==> src/rtl/alu_exec_unit.sv <==
// Execute-stage ALU with valid/ready handshakes on both sides.
// Logic, arithmetic, compare and illegal codes complete in one cycle.
// Shifts with a nonzero amount step one bit per cycle through a working register.
// Flags are registered with the result and are meaningful only while out_valid is high.
module alu_exec_unit #(
    parameter int WIDTH   = 32,
    parameter int SHAMT_W = 5
) (
    input  logic               clk,
    input  logic               reset,
    input  logic               flush,
    input  logic               in_valid,
    output logic               in_ready,
    input  logic [3:0]         alu_ctl,
    input  logic [WIDTH-1:0]   op_a,
    input  logic [WIDTH-1:0]   op_b,
    input  logic [SHAMT_W-1:0] shamt,
    output logic               out_valid,
    input  logic               out_ready,
    output logic [WIDTH-1:0]   result,
    output logic               zero,
    output logic               ovf,
    output logic               illegal
);

    localparam logic [3:0] CTL_ADD = 4'b0000;
    localparam logic [3:0] CTL_SUB = 4'b0001;
    localparam logic [3:0] CTL_AND = 4'b0010;
    localparam logic [3:0] CTL_OR  = 4'b0011;
    localparam logic [3:0] CTL_SLL = 4'b0100;
    localparam logic [3:0] CTL_SRL = 4'b0101;
    localparam logic [3:0] CTL_SRA = 4'b0110;
    localparam logic [3:0] CTL_NOR = 4'b0111;
    localparam logic [3:0] CTL_SLT = 4'b1000;

    localparam int MSB = WIDTH - 1;
    localparam logic [WIDTH-1:0]   ONE_W = WIDTH'(1);
    localparam logic [SHAMT_W-1:0] ONE_S = SHAMT_W'(1);

    typedef enum logic [1:0] {
        ST_IDLE,
        ST_SHIFT,
        ST_DONE
    } state_t;

    state_t             r_state;
    logic               r_in_ready;
    logic               r_out_valid;
    logic [WIDTH-1:0]   r_result;
    logic               r_zero;
    logic               r_ovf;
    logic               r_illegal;

    logic [WIDTH-1:0]   r_work;
    logic [SHAMT_W-1:0] r_cnt;
    logic [3:0]         r_ctl;

    logic               w_accept;
    logic [WIDTH-1:0]   w_b_eff;
    logic [WIDTH-1:0]   w_sum;
    logic [WIDTH-1:0]   w_res;
    logic               w_ovf;
    logic               w_illegal;
    logic               w_is_shift;
    logic [WIDTH-1:0]   w_work_next;

    assign w_accept = in_valid & r_in_ready;

    // Single-cycle result and flags for the op presented at the inputs.
    always_comb begin
        // NOTE: every signal driven here gets a default first, so codes outside the case never infer a latch.
        w_b_eff    = (alu_ctl == CTL_SUB) ? (~op_b + ONE_W) : op_b;
        w_sum      = op_a + w_b_eff;
        w_res      = '0;
        w_ovf      = 1'b0;
        w_illegal  = 1'b0;
        w_is_shift = 1'b0;
        case (alu_ctl)
            CTL_ADD, CTL_SUB: begin
                w_res = w_sum;
                w_ovf = (op_a[MSB] == w_b_eff[MSB]) & (w_sum[MSB] != op_a[MSB]);
            end
            CTL_AND: w_res = op_a & op_b;
            CTL_OR:  w_res = op_a | op_b;
            CTL_NOR: w_res = ~(op_a | op_b);
            CTL_SLT: w_res = {{(WIDTH-1){1'b0}}, ($signed(op_a) < $signed(op_b))};
            CTL_SLL, CTL_SRL, CTL_SRA: begin
                // A zero shift amount completes immediately with op_b unchanged.
                w_res      = op_b;
                w_is_shift = 1'b1;
            end
            // Decoder don't-cares land here and resolve to a defined illegal result.
            default: w_illegal = 1'b1;
        endcase
    end

    // One-bit step of the working register for the latched shift kind.
    always_comb begin
        w_work_next = r_work;
        case (r_ctl)
            CTL_SLL: w_work_next = {r_work[MSB-1:0], 1'b0};
            CTL_SRL: w_work_next = {1'b0, r_work[MSB:1]};
            default: w_work_next = {r_work[MSB], r_work[MSB:1]};
        endcase
    end

    // Working register and remaining-step counter: loaded on accept, stepped while shifting.
    // NOTE: these datapath registers carry no reset; the FSM never reads them outside SHIFT.
    always_ff @(posedge clk) begin
        if (w_accept) begin
            r_work <= op_b;
            r_cnt  <= shamt;
            r_ctl  <= alu_ctl;
        end else if (r_state == ST_SHIFT) begin
            // NOTE: non-blocking assignments keep every register update on the same clock edge.
            r_work <= w_work_next;
            r_cnt  <= r_cnt - ONE_S;
        end
    end

    // Control FSM with registered handshake outputs, result and flags.
    always_ff @(posedge clk) begin
        if (reset) begin
            r_state     <= ST_IDLE;
            r_in_ready  <= 1'b1;
            r_out_valid <= 1'b0;
            r_result    <= '0;
            r_zero      <= 1'b0;
            r_ovf       <= 1'b0;
            r_illegal   <= 1'b0;
        end else if (flush) begin
            // Abort whatever is in flight; result keeps its previous value.
            r_state     <= ST_IDLE;
            r_in_ready  <= 1'b1;
            r_out_valid <= 1'b0;
        end else begin
            case (r_state)
                ST_IDLE: begin
                    if (w_accept) begin
                        r_in_ready <= 1'b0;
                        if (w_is_shift && (shamt != '0)) begin
                            r_state <= ST_SHIFT;
                        end else begin
                            r_state     <= ST_DONE;
                            r_out_valid <= 1'b1;
                            r_result    <= w_res;
                            r_zero      <= (w_res == '0);
                            r_ovf       <= w_ovf;
                            r_illegal   <= w_illegal;
                        end
                    end
                end
                ST_SHIFT: begin
                    if (r_cnt == ONE_S) begin
                        r_state     <= ST_DONE;
                        r_out_valid <= 1'b1;
                        r_result    <= w_work_next;
                        r_zero      <= (w_work_next == '0);
                        r_ovf       <= 1'b0;
                        r_illegal   <= 1'b0;
                    end
                end
                ST_DONE: begin
                    if (out_ready) begin
                        r_state     <= ST_IDLE;
                        r_in_ready  <= 1'b1;
                        r_out_valid <= 1'b0;
                    end
                end
                default: begin
                    r_state     <= ST_IDLE;
                    r_in_ready  <= 1'b1;
                    r_out_valid <= 1'b0;
                end
            endcase
        end
    end

    assign in_ready  = r_in_ready;
    assign out_valid = r_out_valid;
    assign result    = r_result;
    assign zero      = r_zero;
    assign ovf       = r_ovf;
    assign illegal   = r_illegal;

endmodule

==> config.mk <==
export PLATFORM = sky130hd
export DESIGN_NAME = alu_exec_unit
export DESIGN_NICKNAME = d
export VERILOG_FILES = /design/src/rtl/alu_exec_unit.sv
export SDC_FILE = /design/constraint.sdc
export NUM_CORES = 1
export LEC_CHECK = 0
export CAP_MARGIN = 20
export CORE_UTILIZATION = 40
export CTS_BUF_LIST = sky130_fd_sc_hd__clkbuf_16
export DETAILED_ROUTE_END_ITERATION = 10
export HOLD_SLACK_MARGIN = 0.02
export SYNTH_ARGS = -nofsm -noshare
export SYNTH_HDL_FRONTEND = slang
export SYNTH_SLANG_ARGS = --single-unit
==> constraint.sdc <==
create_clock -name clk -period 16.3 [get_ports clk]
set_clock_uncertainty 0.15 [all_clocks]
set_input_delay 3.26 -clock clk [delete_from_list [all_inputs] [get_ports clk]]
set_output_delay 3.26 -clock clk [all_outputs]
set_load 0.02 [all_outputs]
; ---- Yosys cells after proc, flatten, opt, wreduce, memory -nomap -nowiden
; Index checks and enable logic that the tools add are counted.
[word_totals]
memories = 0
latchBits = 0
reg_bits = 80
ram_bits = 0
romBits = 0
[op_classes]
n_reduce_logical = 16
order_cmp = 1
n_eq_ne = 19
mux = 38
add_sub_neg = 3
multipliers = 0
bitwise_logic = 8
n_div = 0
n_shift = 0
[op_table]
columns = op, n
row1 = two-way mux 32 bit, 6
row2 = one-hot mux 32 bit (6 select lines), 1
row3 = one-hot mux 32 bit (2 select lines), 2
row4 = logical NOT 32 bit, 2
row5 = NOT 32 bit, 2
row6 = adder 32 x 1 -> 32 bit (second input constant), 1
row7 = adder 32 bit, 1
row8 = AND 32 bit, 1
row9 = less-than comparator 32 bit, 1
row10 = bitwise OR 32 bit, 1
row11 = == test 4 x 3 -> 1 bit (second input constant), 6
row12 = two-way mux 1 bit, 17
row13 = two-way mux 5 bit, 2
row14 = OR reduction 9 bit, 1
row15 = == test 4 x 2 -> 1 bit (second input constant), 2
row16 = two-way mux 2 bit, 4
row17 = != test 2 bit (second input constant), 3
row18 = one-hot mux 1 bit (2 select lines), 3
row19 = one-hot mux 1 bit (3 select lines), 2
row20 = one-hot mux 2 bit (3 select lines), 1
row21 = AND reduction 3 bit, 2
row22 = == test 5 x 1 -> 1 bit (second input constant), 1
row23 = AND reduction 5 bit, 1
row24 = nonzero test 5 bit, 1
row25 = other kinds (17), 21

; ---- Longest topological paths before layout
; Gate-level depths: netlist (run 1).
[logic_depth]
word_depth = 10
ltp_mapped = 22
ltp_nobuf = 21

; ---- Least setup slack after synthesis (run 1)
; No wires, ideal clock.
[synth_path]
kind = input port to flip-flop
start = input port alu_ctl[2]
end = register r_zero (netlist: zero)
t_arrival_ns = 7.562
path_buffers = 6
path_slack_ns = 8.492
required_ns = 16.054
cell_stages = 21
path_cell_list = clkbuf_1 -> clkbuf_1 -> nor3_1 -> clkbuf_1 -> clkbuf_1 -> nand2_1 -> clkbuf_1 -> a21oi_1 -> xnor2_1 -> ha_1 -> clkbuf_1 -> a211oi_1 -> a2bb2oi_1 -> nand2_1 -> a31oi_2 -> o22ai_1 -> a211oi_1 -> mux2i_1 -> a2111oi_2 -> nand4_1 -> o41ai_2
[synth_via]
elab_chain_len = 8
elab_cells_between_ends = 22
[synth_rtl]
columns = element, line
row1 = "start, declared", 14  ; input logic [3:0] alu_ctl,
row2 = == test 4 x 1 -> 1 bit, "72, 78"
row3 = two-way mux 32 bit, 72  ; w_b_eff = (alu_ctl == CTL_SUB) ? (~op_b + ONE_W) : op_b;
row4 = adder 32 bit, 73  ; w_sum = op_a + w_b_eff;
row5 = one-hot mux 32 bit (6 select lines), 78  ; case (alu_ctl)
row6 = logical NOT 32 bit, 147  ; r_zero <= (w_res == '0);
row7 = two-way mux 1 bit, 141  ; if (w_is_shift && (shamt != '0)) begin
row8 = two-way mux 1 bit, 139  ; if (w_accept) begin
row9 = one-hot mux 1 bit (2 select lines), 137  ; case (r_state)
row10 = "end signal, assigned", 147
row11 = "end signal, assigned", 158  ; r_zero <= (w_work_next == '0);
row12 = "end, declared", 50  ; logic r_zero;
; Several ways; a longest one is shown, not always the timed one. The select of a mux whose other input is x is not followed.
; A chain may end at the register's enable or synchronous reset.

; ---- Worst setup path in the final report (run 1)
; Ends and elaborated chain as after synthesis.

==> run metrics, run 1 <==
status=finished with violations; failing checks=design-rule violations; Final Cell Area=11200 µm²; Max Cap Viol=0; syn_nets=1438; Cell Area, Placed=10900 µm²; PD cells=about 64 nW/µm²; largest net degree at the start of global routing=76; first-pass GRT wire length=between 40000 and 50000 µm; CP Data Arrival Time=8420 ps; setup slack at placement=a little under 8000 ps; Startpoint Class=input port; antenna-violating nets left=0; Max Freq=0.120 GHz; Final Util=0.479; CP Class=in -> reg; relative slew slack=0.327; Setup Fix Bufs, Post-CTS=0; Root Buffer=clkbuf_16; DRC violations left=1; Wirelength per Cell=19.1 µm; clk sinks=80; GPL Wtd Cong=0.939; synth warn=0; nets=~1500; EDFF count, synth=41; Antenna diodes=0; Die Span Y=156 µm; setup TNS=0 ps; Die Wd=156 µm; Synth Cell Area=9500 µm²; H-tree Lvls=3; CTS tree=yes; fin cells=1620; vias in the first global route=8512; fraction of registers with async set/reset=0; Final Critical Period=8330 ps; critical path fanouts, max=29; leading cell type in the layout, fill and taps excluded=a21oi_1; DIE AREA=24400 µm²; total core area=23400 µm²; flop2flop setup slack=12730 ps; synthesized netlist cell count=about 1200; PnR worst setup slack=approximately 8000 ps; grt total ovfl=0; via count=9298; unrepaired setup endpoints after global routing=false; Tightest Hold Check Type=reg -> reg; final hold slack=298 ps; clk_lat worst skew=340 ps; layout cells sized above 1=0.0430; Synth cell types=80; commonest non-fill, non-tap cells in the layout=140 x a21oi_1, 135 x ha_1, 122 x nor2_1, 114 x nand2_1, 114 x clkdlybuf4s50_1; area delta synth->final=18.0%; DP Wirelength=24200 µm; cts hold-fix bufs=0; period utilization=0.511; TritonRoute pass-1 iters=10; Final setup viols=0; Max rail drop VDD=between 0.00005 and 0.00006 V; Least-Margin Pin Slew=1010 ps; Final Hold Vio Count=0; sequential cell area fraction in the yosys report=0.212; routed vias/inst=5.74; cts repair resizes=0; Starting Density=0.406; antenna violations before repair=0; Worst EP required=~16000 ps; total power=0.720 mW; Worst-path clk slew=60 ps; GRT Total Usage=0.255; Synth Area per Inst=7.76 µm²; top_reg_cell synth=edfxtp_1; CP Capture Type=flop; input/output buffers=114; FP Rows=56; Post-Place Cells=~1600; clock tree buffer depth=2; Post-Route WL=about 31000 µm; I/O pins=around 120; FF+latch count, synth=80; Final Slew Violations=0; Pleak=4.54 nW; DR iter-0 viols=871; FILL cells=about 2400; total CTS buffers=9
## worst paths after layout
path,cells past startpoint,to,start
max,18,zero$_SDFFE_PP0P_,alu_ctl[2]
min,2,result[3]$_SDFFE_PP0P_,result[3]$_SDFFE_PP0P_
max reg2reg,11,zero$_SDFFE_PP0P_,in_ready$_SDFFE_PP1P_
min reg2reg,2,result[3]$_SDFFE_PP0P_,result[3]$_SDFFE_PP0P_
## kinds of logic (layout without fill, tap and decap cells)
kind of cell | Yosys count | in the layout | synth area share
AOI/OAI and AO/OA | 359 | 359 | 0.249
xor gates and xnor gates | 54 | 54 | 0.0498
adders and majority gates | 136 | 136 | 0.180
buffers and inverters | 162 | 239 | 0.0667
DFF | 80 | 80 | 0.212
muxes | 43 | 43 | 0.0460
and+or+nand+nor | 390 | 390 | 0.197
## critical path, cell delays in order
cell and delay, ps:
clkdlybuf4s50_1 400, buf_4 230, nor3_2 170, buf_4 360
nand2_1 450, a21oi_1 300, xnor2_1 90, ha_1 450
nand4_1 170, a211oi_1 330, o21ai_0 240, a211oi_1 410
a31oi_1 210, o32ai_1 370, mux2i_1 330, nor4bb_1 280
nand4_1 150, o41ai_2 200
## where the power goes
group	switching, mW	internal [mW]
sequential	0.00849	0.229
combinational	0.168	0.108
clock	0.0796	0.127
## synth_stat cells, types with 18 or more instances
cell type / count / area (µm²)
a221oi_1: 18 / 158
o21ai_0: 45 / 225
nor3_1: 27 / 135
nand2_1: 115 / 432
dfxtp_1: 39 / 781
clkbuf_1: 62 / 233
edfxtp_1: 41 / 1230
ha_1: 135 / 1690
xnor2_1: 40 / 350
a21oi_1: 140 / 701
mux2i_1: 41 / 410
nor2_1: 124 / 465
o211ai_1: 27 / 203
inv_1: 93 / 349
## registers in the layout, summed over array words and instances (netlist names)
| register | cells |
|---|---|
| r_work | 32 |
| result | 32 |
| r_cnt | 5 |
| r_ctl | 4 |
| r_state | 2 |
| illegal | 1 |
| in_ready | 1 |
| out_valid | 1 |
| ovf | 1 |
| zero | 1 |
## cell type report
type | instances | area [µm²] | share of cell area
Clock inverter | 6 | 55.1 | 0.00491
Sequential cell | 80 | 2010 | 0.180
Inverter | 93 | 349 | 0.0312
Timing Repair Buffer | 130 | 1260 | 0.113
Tap cell | 319 | 399 | 0.0356
Multi-Input combinational cell | 982 | 6880 | 0.614
Clock buffer | 10 | 250 | 0.0223
## layer usage
metal,up-vias,GRT usage,wire length (µm)
met5,-,0,0
met1,4343,0.389,15100
li1,4560,-,-
met2,363,0.378,13000
met3,32,0.0217,2170
met4,0,0.0696,612
No activity file was read; power rests on OpenSTA's default activity.
==> inputs of run 2 (changes only) <==
==> constraint.sdc (replaced) <==
create_clock -name clk -period 7.88 [get_ports clk]
set_clock_uncertainty 0.15 [all_clocks]
set_input_delay 1.576 -clock clk [delete_from_list [all_inputs] [get_ports clk]]
set_output_delay 1.576 -clock clk [all_outputs]
set_load 0.02 [all_outputs]
==> run metrics, run 2 (synthesis results as in run 1) <==
status=finished clean; grt total ovfl=0 (unchanged); Tightest Hold Check Type=reg -> reg; total CTS buffers=9 (unchanged); Cell Area, Placed=10900 µm² (unchanged); routed vias/inst=5.76 (+0.40%); I/O pins=115 (unchanged); relative slew slack=0.241 (-0.0861); clock tree buffer depth=2 (unchanged); Max Freq=0.150 GHz; worst hold endpoint=result[9]$_SDFFE_PP0P_; Final Slew Violations=0 (unchanged); leading cell type in the layout, fill and taps excluded=a21oi_1; H-tree Lvls=3 (unchanged); input/output buffers=114 (unchanged); total core area=23400 µm² (unchanged); cts repair resizes=0 (unchanged); Multi-input gate area=6880 µm² (unchanged); final hold slack=297 ps (-0.400 ps); FP Rows=56 (unchanged); commonest non-fill, non-tap cells in the layout=140 x a21oi_1, 135 x ha_1, 122 x nor2_1, 114 x nand2_1, 114 x clkdlybuf4s50_1; layout cells sized above 1=0.0415 (-0.00154); Final Critical Period=~6700 ps; Least-Margin Pin Slew=1140 ps (+129 ps); worst hold path depth=2 (unchanged); period utilization=0.847; flop2flop setup slack=4220 ps (-8510 ps); Starting Density=0.406 (unchanged); Max Cap Viol=0 (unchanged); Wirelength per Cell=19.2 µm (+0.47%); GPL Wtd Cong=0.914 (-2.7%); unrepaired setup endpoints after global routing=false; area delta synth->final=17.7%; CP Class=in -> reg; Final Hold Vio Count=0 (unchanged); r2r startpoint=r_cnt[1]$_DFFE_PP_; cts hold-fix bufs=0 (unchanged); critical path fanouts, max=7 (-76%); fin cells=1620 (unchanged); Final setup viols=0 (unchanged); Antenna diodes=0 (unchanged); nets=1510 (unchanged); largest net degree at the start of global routing=75 (-1.3%); CP Capture Type=flop; Worst-path clk slew=60 ps (about the same); antenna violations before repair=0 (unchanged); Post-Place Cells=1604 (unchanged); DR iter-0 viols=948 (+8.8%); R2R depth=11 (unchanged); worst reg2reg path endpoint=zero$_SDFFE_PP0P_; FILL cells=2408 (+2.4%); clk sinks=80 (unchanged); setup TNS=0 ps (unchanged); TritonRoute pass-1 iters=5 (-5); Root Buffer=clkbuf_16; Post-Route WL=31100 µm (+0.47%); antenna-violating nets left=0 (unchanged); Final Cell Area=11200 µm² (-0.27%); hold path start=result[9]$_SDFFE_PP0P_; Max rail drop VDD=0.000108 V (+100%); first-pass GRT wire length=48700 µm (+0.81%); Pleak=4.53 nW (-0.28%); clk_lat worst skew=340 ps (about the same); Worst EP required=7970 ps (-8420 ps); DP Wirelength=24400 µm (+0.61%); GRT Total Usage=0.257 (+0.00225); DRC violations left=0 (-1); Startpoint Class=input port; via count=9335 (+0.40%); Die Span Y=156 µm (unchanged); CP Data Arrival Time=6770 ps (-1650 ps); FF/Latch Area=2010 µm² (unchanged); vias in the first global route=8535 (+0.27%); DIE AREA=24400 µm² (unchanged); CTS tree=yes; Setup Fix Bufs, Post-CTS=0 (unchanged); PD cells=130 nW/µm² (+100%); Die Wd=156 µm (unchanged)
run 2: cell count changes in the layout (fill, tap and decap cells not counted):
cell	delta
clkinv_2	+1
inv_4	-2
clkinv_1	+1
inv_1	+1
bufinv_16	-1
run 2: per-layer routing:
metal / part of all wire / global-route usage / up-vias
li1: - / - / 4562
met3: 0.063 / 0.0233 / 33
met5: 0 / 0 / -
met1: 0.49 / 0.390 / 4405
met2: 0.42 / 0.381 / 335
met4: 0.021 / 0.0756 / 0
run 2: layout make-up:
type | count | area share
Clock buffer | 10 | 0.0224
Timing Repair Buffer | 130 | 0.113
Inverter | 93 | 0.0312
Clock inverter | 6 | 0.00224
Sequential cell | 80 | 0.180
Tap cell | 319 | 0.0357
Multi-Input combinational cell | 982 | 0.615
run 2: worst max-delay path, cell delays in order:
cell	delay [ps]
clkdlybuf4s50_1	550
or4_4	630
or4_1	440
nor2_1	180
nand3_1	190
o31ai_1	280
xnor2_1	100
ha_1	380
a21oi_1	370
o21bai_1	100
a21oi_1	340
o21ai_0	110
o21ba_2	300
xor2_1	150
o21ai_0	300
nor4_1	430
nand4_1	150
o41ai_2	210
run 2: power by group:
group	internal (mW)	leakage (nW)	switching (mW)
registers	0.474	0.707	0.0183
clock network	0.227	0.148	0.160
logic	0.224	3.67	0.348
total	0.925	4.53	0.526
run 2: worst max path at each step:
stage / from / endpoint / slack [ps] / cells past startpoint
detailed placement: op_b[8] / zero$_SDFFE_PP0P_ / 970 / 18
global placement: op_b[9] / zero$_SDFFE_PP0P_ / 950 / 18
floorplan: alu_ctl[2] / zero$_SDFFE_PP0P_ / 1760 / 21
global route: op_b[1] / zero$_SDFFE_PP0P_ / 770 / 20
CTS: op_b[8] / zero$_SDFFE_PP0P_ / 1310 / 18
finish: op_b[8] / zero$_SDFFE_PP0P_ / 1200 / 18
run 2: metrics by stage:
step           power (mW)  setup WS, ps   util
5_1_grt              1.53           774  0.477
2_1_floorplan       0.863          1760      -
6_report             1.45          1200  0.477
3_3_place_gp         1.06           945  0.466
4_1_cts              1.45          1310  0.477
3_5_place_dp         1.06           971  0.466
==> inputs of run 3 (changes only) <==
==> constraint.sdc (replaced) <==
create_clock -name clk -period 5.52 [get_ports clk]
set_clock_uncertainty 0.15 [all_clocks]
set_input_delay 1.104 -clock clk [delete_from_list [all_inputs] [get_ports clk]]
set_output_delay 1.104 -clock clk [all_outputs]
set_load 0.02 [all_outputs]
==> run metrics, run 3 (synthesis results as in run 1) <==
Wirelength per Cell=18.5 µm (-3.8%); first-pass GRT wire length=51400 µm (+5.5%); total CTS buffers=9 (unchanged); vias in the first global route=9235 (+8.2%); DR iter-0 viols=893 (-5.8%); Root Buffer=clkbuf_16; area delta synth->final=34.3%; DRC violations left=0 (unchanged); Clock Power Share=0.267 (about the same); FILL cells=2249 (-6.6%); Antenna diodes=0 (unchanged); setup slack at placement=-478 ps (-1450 ps); nets=1675 (+11%); CP max stage cell=or4_4; commonest non-fill, non-tap cells in the layout=179 x buf_4, 136 x a21oi_1, 133 x ha_1, 120 x nor2_1, 112 x nand2_1; FF/Latch Area=2010 µm² (unchanged); Final Hold Vio Count=0 (unchanged); Pleak=5.44 nW (+20%); GPL Wtd Cong=0.940 (+2.8%); TritonRoute pass-1 iters=5 (unchanged); layout cells sized above 1=0.182 (+0.141); input/output buffers=114 (unchanged); leading cell type in the layout, fill and taps excluded=buf_4; Reg power frac=0.301 (-0.038); largest net degree at the start of global routing=75 (unchanged); slowest stage delay, CP=570 ps (-60 ps); antenna-violating nets left=0 (unchanged); clk_lat worst skew=330 ps (about the same); clk sinks=80 (unchanged); PnR worst setup slack=202 ps (-1000 ps); Starting Density=0.406 (unchanged); period utilization=0.963; CP Class=in -> reg; Worst-path clk slew=60 ps (about the same); Max Cap Viol=0 (unchanged); Buf+Inv Stages, Crit Path=2 (+1); Post-Route WL=32900 µm (+6.0%); DP Wirelength=26300 µm (+7.9%); setup TNS=0 ps (unchanged); Final Cell Area=12800 µm² (+14%); internal power=1.52 mW (+65%); Comb pwr share=0.432 (+0.038); Startpoint Class=input port; routed vias/inst=5.55 (-3.7%); total core area=23400 µm² (unchanged); grt total ovfl=0 (unchanged); status=finished clean; crit path cell chain=buf_6 -> or4_4 -> or4_4 -> nor2_4 -> nand3_2 -> nor3_2 -> buf_4 -> a31o_4 -> o21ai_2 -> xnor2_1 -> ha_1 -> a21oi_2 -> nor2_1 -> nor2_1 -> o21bai_1 -> mux2_4 -> a221oi_4 -> o311ai_4 -> a2111oi_4 -> nand4_1 -> o41ai_2; Final setup viols=0 (unchanged); NetSw=0.803 mW (+53%); Die Span Y=156 µm (unchanged); via count=9901 (+6.1%); delay-heaviest family, CP=simple AND/OR/NAND/NOR gates; antenna violations before repair=0 (unchanged); PD cells=182 nW/µm² (+40%); CTS tree=yes; Max rail drop VDD=0.000153 V (+42%); FP Rows=56 (unchanged); Multi-input gate area=7150 µm² (+3.9%); CP Data Arrival Time=5410 ps (-1360 ps); CP Capture Type=flop; cts hold-fix bufs=0 (unchanged); relative slew slack=0.270 (+0.0290); Final Slew Violations=0 (unchanged); Least-Margin Pin Slew=1090 ps (-44.3 ps); I/O pins=115 (unchanged); Cell Area, Placed=12100 µm² (+11%); Final Critical Period=about 5300 ps; switching share of power=0.345 (-0.0175); Max Freq=0.188 GHz; Worst EP required=5610 ps (-2360 ps); Die Wd=156 µm (unchanged); clock tree buffer depth=2 (unchanged); DIE AREA=24400 µm² (unchanged); total power=2.33 mW (+60%); critical path fanouts, max=3 (-4); Tightest Hold Check Type=reg -> reg; GRT Total Usage=0.272 (+0.0144); H-tree Lvls=3 (unchanged)
## run 3: changes by cell type in the layout (fill, tap and decap cells not counted), sizes merged
cell           change
clkinvlp           +1
buf              +167
inv                -2
dlymetal6s2s       +5
clkdlybuf4s50      -8
bufinv             +2
## run 3: final cells by class
class | instances | area share
inverter | 93 | 0.0274
tap | 319 | 0.0313
clock buffer | 9 | 0.0177
timing repair buffer | 295 | 0.199
multi-input combinational | 982 | 0.560
sequential | 80 | 0.158
clock inverter | 7 | 0.00687
## run 3: stage by stage
stage / cells / util / hold WS, ps
after floorplan: 1224 / - / 380
after global placement: 1763 / 0.517 / 289
after detailed placement: 1763 / 0.517 / 296
after CTS: 1780 / 0.532 / 302
after global routing: 1785 / 0.545 / 327
final: 1785 / 0.545 / 300
## run 3: tightest hold or removal path: cells and delay by family, from the launching register on
family | cells | cell delay, ps
and+or+nand+nor | 1 | 50
AOI/OAI and AO/OA | 1 | 50
DFF | 1 | 310
## run 3: path summary, 6_finish.rpt
kind                                  end  slack [ps]                    start  depth (start not counted)
setup / recovery        zero$_SDFFE_PP0P_         200                 op_b[10]                         21
hold / removal    result[18]$_SDFFE_PP0P_         300  result[18]$_SDFFE_PP0P_                          2
setup reg to reg        zero$_SDFFE_PP0P_        2590       r_cnt[1]$_DFFE_PP_                         11
hold reg to reg   result[18]$_SDFFE_PP0P_         300  result[18]$_SDFFE_PP0P_                          2
## run 3: routing by layer
| layer | wire [µm] | global-route usage | share of wire |
|---|---|---|---|
| met1 | 16100 | 0.407 | 0.49 |
| met2 | 14400 | 0.422 | 0.44 |
| met3 | 2060 | 0.0206 | 0.062 |
| met4 | 347 | 0.0551 | 0.011 |
| met5 | 0 | 0 | 0 |
## run 3: what timing repair did
item	CTS	global route
setup endpoints to repair	3	9
cloned	0	0
buffers inserted	1	5
resized for setup	9	65
endpoints found under the hold margin	0	0
pin swaps	2	35
## run 3: power by group through the flow
| stage | Clock [mW] | Combinational, mW | Sequential [mW] |
|---|---|---|---|
| after floorplan | 0 | 0.513 | 0.719 |
| after global placement | 0 | 0.941 | 0.713 |
| after detailed placement | 0 | 0.949 | 0.714 |
| after CTS | 0.630 | 0.959 | 0.701 |
| after global routing | 0.648 | 1.10 | 0.706 |
| final | 0.620 | 1.01 | 0.701 |
